$ cat src/rtl/debounce_bank_if.sv
`default_nettype none
// +--------------------------------------------------------------------------+
// | debounce_bank_if                                                         |
// | Button bank bundle: raw levels in, clean levels and strobes out.         |
// | Rev 1.0 - initial release                                                |
// +--------------------------------------------------------------------------+
interface debounce_bank_if #(
  parameter int CHANNELS = 4
);
  logic [CHANNELS-1:0] button;
  logic [CHANNELS-1:0] clean;
  logic [CHANNELS-1:0] rise;
  logic [CHANNELS-1:0] fall;
  logic [CHANNELS-1:0] press;

  // master: the board side driving buttons and consuming strobes
  modport master (
    output button,
    input  clean,
    input  rise,
    input  fall,
    input  press
  );

  // slave: the conditioner itself
  modport slave (
    input  button,
    output clean,
    output rise,
    output fall,
    output press
  );
endinterface
`default_nettype wire

$ cat src/rtl/debounce_bank.sv
`default_nettype none
// +--------------------------------------------------------------------------+
// | debounce_bank                                                            |
// | Per-channel synchroniser, stable-window debouncer and edge/press strobes.|
// | Optional auto-repeat built when DEBOUNCE_BANK_REPEAT_EN is defined.      |
// | Rev 1.0 - initial release                                                |
// +--------------------------------------------------------------------------+
module debounce_bank #(
  parameter int CHANNELS      = 4,
  parameter int STABLE_CYCLES = 10000000,
  parameter int REPEAT_DELAY  = 50000000,
  parameter int REPEAT_PERIOD = 10000000
) (
  input  wire            clk,
  input  wire            rst_n,
  debounce_bank_if.slave bus
);

  localparam int                 c_CNT_W      = $clog2(STABLE_CYCLES + 1);
  localparam logic [c_CNT_W-1:0] c_CNT_MAX    = c_CNT_W'(STABLE_CYCLES);
  localparam logic [c_CNT_W-1:0] c_CNT_COMMIT = c_CNT_W'(STABLE_CYCLES - 1);
  localparam logic [c_CNT_W-1:0] c_CNT_ONE    = c_CNT_W'(1);

`ifdef DEBOUNCE_BANK_REPEAT_EN
  localparam int                 c_RPT_SPAN   = (REPEAT_DELAY > REPEAT_PERIOD) ? REPEAT_DELAY
                                                                               : REPEAT_PERIOD;
  localparam int                 c_RPT_W      = $clog2(c_RPT_SPAN);
  localparam logic [c_RPT_W-1:0] c_RPT_DELAY  = c_RPT_W'(REPEAT_DELAY - 1);
  localparam logic [c_RPT_W-1:0] c_RPT_PERIOD = c_RPT_W'(REPEAT_PERIOD - 1);
  localparam logic [c_RPT_W-1:0] c_RPT_ONE    = c_RPT_W'(1);
`endif

  if (CHANNELS < 1 || STABLE_CYCLES < 2 || REPEAT_DELAY < 2 || REPEAT_PERIOD < 2) begin : g_param_check
    $error("debounce_bank: parameter out of range");
  end

  logic [CHANNELS-1:0] w_clean;
  logic [CHANNELS-1:0] w_rise;
  logic [CHANNELS-1:0] w_fall;
  logic [CHANNELS-1:0] w_press;

  for (genvar i = 0; i < CHANNELS; i++) begin : g_chan
    logic               r_sync1;
    logic               r_sync2;
    logic               r_st;
    logic [c_CNT_W-1:0] r_cnt;
    logic               r_clean;
    logic               r_rise;
    logic               r_fall;
    logic               r_press;
    logic               w_s;
    logic               w_commit;
    logic               w_rise_set;
    logic               w_fall_set;
    logic               w_rep;

    assign w_s        = r_sync2;
    // A bounce on the commit edge fails the s==st test, so it always wins.
    assign w_commit   = (w_s == r_st) && (r_cnt == c_CNT_COMMIT);
    assign w_rise_set = w_commit &&  r_st && !r_clean;
    assign w_fall_set = w_commit && !r_st &&  r_clean;

    always_ff @(posedge clk or negedge rst_n) begin
      if (!rst_n) begin
        r_sync1 <= 1'b0;
        r_sync2 <= 1'b0;
        r_st    <= 1'b0;
        r_cnt   <= '0;
        r_clean <= 1'b0;
        r_rise  <= 1'b0;
        r_fall  <= 1'b0;
        r_press <= 1'b0;
      end else begin
        r_sync1 <= bus.button[i];
        r_sync2 <= r_sync1;
        if (w_s != r_st) begin
          r_st  <= w_s;
          r_cnt <= '0;
        end else if (r_cnt < c_CNT_MAX) begin
          r_cnt <= r_cnt + c_CNT_ONE;
        end
        if (w_commit) begin
          r_clean <= r_st;
        end
        r_rise  <= w_rise_set;
        r_fall  <= w_fall_set;
        r_press <= w_rise_set | w_rep;
      end
    end

`ifdef DEBOUNCE_BANK_REPEAT_EN
    logic [c_RPT_W-1:0] r_rpt_cnt;
    logic               r_first;
    logic [c_RPT_W-1:0] w_rpt_last;
    logic               w_rpt_hit;

    assign w_rpt_last = r_first ? c_RPT_DELAY : c_RPT_PERIOD;
    assign w_rpt_hit  = r_clean && (r_rpt_cnt == w_rpt_last);
    // A repeat landing on the release commit edge is dropped.
    assign w_rep      = w_rpt_hit && !w_fall_set;

    always_ff @(posedge clk or negedge rst_n) begin
      if (!rst_n) begin
        r_rpt_cnt <= '0;
        r_first   <= 1'b0;
      end else if (w_rise_set) begin
        r_rpt_cnt <= '0;
        r_first   <= 1'b1;
      end else if (r_clean) begin
        if (w_rpt_hit) begin
          r_rpt_cnt <= '0;
          r_first   <= 1'b0;
        end else begin
          r_rpt_cnt <= r_rpt_cnt + c_RPT_ONE;
        end
      end else begin
        r_rpt_cnt <= '0;
      end
    end
`else
    assign w_rep = 1'b0;
`endif

    assign w_clean[i] = r_clean;
    assign w_rise[i]  = r_rise;
    assign w_fall[i]  = r_fall;
    assign w_press[i] = r_press;
  end

  assign bus.clean = w_clean;
  assign bus.rise  = w_rise;
  assign bus.fall  = w_fall;
  assign bus.press = w_press;

endmodule
`default_nettype wire

$ cat src/flat_wrapper.sv
// flat-port wrapper written by rule: the top's interface ports become plain ports
module debounce_bank_flat 
#(
  parameter int CHANNELS      = 4,
  parameter int STABLE_CYCLES = 10000000,
  parameter int REPEAT_DELAY  = 50000000,
  parameter int REPEAT_PERIOD = 10000000
)
  (clk, rst_n, bus_button, bus_clean, bus_rise, bus_fall, bus_press);
  debounce_bank_if #(.CHANNELS(CHANNELS)) bus_i ();
  input  wire clk;
  input  wire rst_n;
  input wire logic [$bits(bus_i.button)-1:0] bus_button;
  output wire logic [$bits(bus_i.clean)-1:0] bus_clean;
  output wire logic [$bits(bus_i.rise)-1:0] bus_rise;
  output wire logic [$bits(bus_i.fall)-1:0] bus_fall;
  output wire logic [$bits(bus_i.press)-1:0] bus_press;
  assign bus_i.button = bus_button;
  assign bus_clean = bus_i.clean;
  assign bus_rise = bus_i.rise;
  assign bus_fall = bus_i.fall;
  assign bus_press = bus_i.press;
  debounce_bank #(.CHANNELS(CHANNELS), .STABLE_CYCLES(STABLE_CYCLES), .REPEAT_DELAY(REPEAT_DELAY), .REPEAT_PERIOD(REPEAT_PERIOD)) u_core (.clk(clk), .rst_n(rst_n), .bus(bus_i));
endmodule
$ cat config.mk
export PLATFORM = sky130hd
export DESIGN_NAME = debounce_bank_flat
export DESIGN_NICKNAME = d
export VERILOG_FILES = /design/src/rtl/debounce_bank_if.sv /design/src/rtl/debounce_bank.sv /design/src/flat_wrapper.sv
export SDC_FILE = /design/constraint.sdc
export NUM_CORES = 1
export LEC_CHECK = 0
export CORE_ASPECT_RATIO = 1.5
export CORE_MARGIN = 5
export CORE_UTILIZATION = 63
export CTS_CLUSTER_SIZE = 20
export DETAILED_ROUTE_END_ITERATION = 6
export GPL_ROUTABILITY_DRIVEN = 0
export PLACE_DENSITY_LB_ADDON = 0.12
export SYNTH_ARGS = -nofsm -noshare
export SYNTH_HDL_FRONTEND = slang
export SYNTH_SLANG_ARGS = --single-unit
$ cat constraint.sdc
create_clock -name clk -period 5 [get_ports clk]
set_input_delay 1 -clock clk [delete_from_list [all_inputs] [get_ports clk]]
set_output_delay 1 -clock clk [all_outputs]
set_load 0.02 [all_outputs]
==> flow_summary.ini <==
[timing]
timing.final.setup_violations = 0
timing.setup.tns_ps = 0
final.setup.worst_slack_ps = 2270
post-route-period-util_pct = 54.6
final.setup_skew_ps = 7.76
unrepaired_setup_endpoints_after_global_routing = no
number_of_max_slew_violations_in_the_final_report = 0
clock.fmax_mhz = 366
final-hold-violation-count = 0
final_period_minus_worst_setup_slack_ps = 2730
worst-slew-pin-transition_ps = 1090
relSlewSlack_pct = 27.4

[cts]
worst_skew_pair.late_latency_ps = 410
cts_post_setup_buffers_inserted = 0
hold_fix_buffers_cts = 0
cts_tree = yes
post_cts_resize_count = 0
ctsHtreeMaxLevel = 4
tritoncts.num_buffers = 17
clk_path_buf_depth = 2
cts_num_sinks = 120
clk_pin_slew_ps = 50
ctsRootBufferMaster = sky130_fd_sc_hd__clkbuf_16

[finish]
syn_to_final_growth_pct = 9.57
fraction_of_layout_cells_with_a_size_suffix_above_1_pct = 6.78
insertedDiodeCount = 0
final_net_count = 723

[global_routing]
largest_net_degree_at_the_start_of_global_routing = 45
global_route.overflow_total = 0
antenna_found_initial = 0
vias_in_the_first_global_route = 5614
groute.usage.overall_pct = 24.2
grt_first_pass_wirelength_mm = 25.3

[die]
fp.dieW_um = 94.8
core.rowCount = 46
die_area_mm2 = 0.0130
start_util_pct = 64.2
floorplan.core_area_mm2 = 0.0106
io_pins = 22
die_height_um = 137

[synthesis]
netlist_instances = 730
synth_sequential_area_ratio_pct = 44.2
ys_warn_count = 0
syn_avg_cell_area_um2 = 9.31
async_flop_share_pct = 100
mappedNetlistArea_mm2 = 0.00680
synth_edf_count = 0
yosysUniqueCellTypes = 61
synthesis.nets = 740
synth-seq-cells = 120
postSynth.topFlopCell = sky130_fd_sc_hd__dfrtp_1

[power_and_ir_drop]
total_leakage_power_nw = 2.88
total_power_mw = 2.30
peakVddDrop_mv = 0.283
power_per_cell_area_mw_per_mm2 = 309

[status]
run_status = complete, no violations

[worst_setup_path]
r2r_cells = 5
timing.critical_path.to_type = flop
timing.critical_path.required_ps = 5310
critical_path.reg2reg.startpoint = u_core.g_chan[1].r_cnt[18]
r2r_setup_slack_ps = 2270
worstSetupStartpointType = flop
reg2reg_to = u_core.g_chan[1].r_cnt[9]
worstPathMaxFanout = 34
timing.critical_path.arrival_ps = 3040
timing_worst_setup_path_type = flop to flop

[routing]
avgRoutedWirePerCell_um = 17.6
routed-via-count = 5910
ant_nets = 0
drt_iter0_markers = 339
route.detailed.vias_per_inst = 6.82
route.final.wire_length_mm = 15.2
first_pass_iters = 5
drcViolationCount = 0

[min_path]
hold_end = u_core.g_chan[3].r_sync2
worstHoldPathCells = 0
hold_start = u_core.g_chan[3].r_sync1
holdCritPathClass = flop to flop

[placement]
hpwlAfterDp_mm = 9.87
numPortBuffers = 21
detailedPlace.worstSlack_ps = 2400

[job]
cap_viol_max_count = 0
[logic make-up (layout without fill, tap and decap cells)]
family	Yosys count	count (layout)	share of synthesized area (%)
and+or+nand+nor	324	324	27.4
DFF	120	120	44.2
xor gates and xnor gates	13	13	1.67
buffers and inverters	71	64	5.60
adders and majority gates	4	4	0.736
AOI/OAI and AO/OA	188	188	18.9
muxes	10	10	1.55
[synth_stat cells, types with 8 or more instances]
cell                         n  area (um^2)
sky130_fd_sc_hd__or3_1      10         62.6
sky130_fd_sc_hd__inv_1       8         30.0
sky130_fd_sc_hd__o21ai_0    13         65.1
sky130_fd_sc_hd__nand2_1    60          225
sky130_fd_sc_hd__and4_1     10         87.6
sky130_fd_sc_hd__nand2b_1    9         56.3
sky130_fd_sc_hd__and3_1      8         50.1
sky130_fd_sc_hd__or4_1      48          360
sky130_fd_sc_hd__nor3b_1     9         67.6
sky130_fd_sc_hd__nor2_1     39          146
sky130_fd_sc_hd__clkbuf_1   33          124
sky130_fd_sc_hd__a31oi_1    16          100
sky130_fd_sc_hd__nor4_1     15         93.8
sky130_fd_sc_hd__nand3_1    48          240
sky130_fd_sc_hd__a21oi_1    61          305
sky130_fd_sc_hd__buf_4      17          128
sky130_fd_sc_hd__o31ai_1    44          330
sky130_fd_sc_hd__a41o_1     12          120
sky130_fd_sc_hd__nand4_1    29          181
sky130_fd_sc_hd__nor3_1     13         65.1
sky130_fd_sc_hd__dfrtp_1   120         3000
sky130_fd_sc_hd__xnor2_1     8         70.1
[how the worst max path moves through the flow]
stage | start | endpoint | slack [ps] | cells past startpoint
after floorplan | u_core.g_chan[1].r_cnt[18] | u_core.g_chan[1].r_cnt[5] | 2880 | 7
after global placement | u_core.g_chan[1].r_cnt[18] | u_core.g_chan[1].r_cnt[14] | 2500 | 5
after detailed placement | u_core.g_chan[1].r_cnt[18] | u_core.g_chan[1].r_cnt[9] | 2400 | 5
after CTS | u_core.g_chan[1].r_cnt[18] | u_core.g_chan[1].r_cnt[9] | 2310 | 5
after global routing | u_core.g_chan[1].r_cnt[18] | u_core.g_chan[1].r_cnt[9] | 2150 | 5
final | u_core.g_chan[1].r_cnt[18] | u_core.g_chan[1].r_cnt[9] | 2270 | 5
[sequential cells by signal, summed over array words and instances (netlist names)]
signal / flops
u_core.g_chan.r_clean: 4
u_core.g_chan.r_cnt: 96
u_core.g_chan.r_fall: 4
u_core.g_chan.r_rise: 4
u_core.g_chan.r_sync2: 4
u_core.g_chan.r_st: 4
u_core.g_chan.r_sync1: 4
[per-layer routing]
layer	wire (um)	GRT usage (%)	up-vias
li1	-	-	2784
met1	6230	27.9	2919
met2	8040	42.8	166
met3	609	4.86	41
met4	346	11.3	0
met5	0	0	-
[cell type report]
cell class | count | area [um^2]
flip-flops and latches | 120 | 3000
clock buffers | 27 | 533
fillers | 838 | 3140
clock inverters | 2 | 35.0
repair buffers | 27 | 253
multi-input cells | 539 | 3410
inverters | 8 | 30.0
well taps | 144 | 180
[report_power, final]
group / internal [mW] / switching (mW)
Clock: 0.767 / 0.406
Sequential: 0.993 / 0.0235
Combinational: 0.0354 / 0.0754
[stage by stage]
step                      area, um^2  hold WS, ps  std cells  util, %
after floorplan                 6800          331        730        -
after global placement          6880          333        838     65.0
after detailed placement        6880          348        838     65.0
after CTS                       7450          356        867     70.3
after global routing            7450          368        867     70.3
final                           7450          353        867     70.3
[cell usage in the layout, fill, tap and decap left out, types with 4 or more instances in the layout]
cell type / instances
sky130_fd_sc_hd__dfrtp_1: 120
sky130_fd_sc_hd__a21oi_1: 61
sky130_fd_sc_hd__nand2_1: 60
sky130_fd_sc_hd__or4_1: 48
sky130_fd_sc_hd__nand3_1: 48
sky130_fd_sc_hd__o31ai_1: 44
sky130_fd_sc_hd__nor2_1: 39
sky130_fd_sc_hd__nand4_1: 29
sky130_fd_sc_hd__clkdlybuf4s50_1: 20
sky130_fd_sc_hd__clkbuf_16: 17
sky130_fd_sc_hd__a31oi_1: 16
sky130_fd_sc_hd__nor4_1: 15
sky130_fd_sc_hd__nor3_1: 13
sky130_fd_sc_hd__o21ai_0: 13
sky130_fd_sc_hd__a41o_1: 12
sky130_fd_sc_hd__or3_1: 10
sky130_fd_sc_hd__and4_1: 10
sky130_fd_sc_hd__nor3b_1: 9
sky130_fd_sc_hd__nand2b_1: 9
sky130_fd_sc_hd__inv_1: 8
sky130_fd_sc_hd__xnor2_1: 8
sky130_fd_sc_hd__and3_1: 8
sky130_fd_sc_hd__o21a_1: 7
sky130_fd_sc_hd__clkbuf_8: 7
sky130_fd_sc_hd__buf_4: 7
sky130_fd_sc_hd__and2_1: 6
sky130_fd_sc_hd__mux2i_1: 6
sky130_fd_sc_hd__xor2_1: 5
sky130_fd_sc_hd__o311ai_0: 4
sky130_fd_sc_hd__o211ai_1: 4
sky130_fd_sc_hd__o31a_1: 4
sky130_fd_sc_hd__nand4b_1: 4
sky130_fd_sc_hd__o21ai_1: 4
sky130_fd_sc_hd__mux2_2: 4
sky130_fd_sc_hd__ha_1: 4
[critical path, cell delays in order, from the launching register on]
cell and delay [ps]:
sky130_fd_sc_hd__dfrtp_1 420, sky130_fd_sc_hd__or3_1 380, sky130_fd_sc_hd__or4_1 680, sky130_fd_sc_hd__o21ai_4 690
sky130_fd_sc_hd__o311ai_0 300, sky130_fd_sc_hd__o31ai_1 150
(Power assumes the default switching activity.)
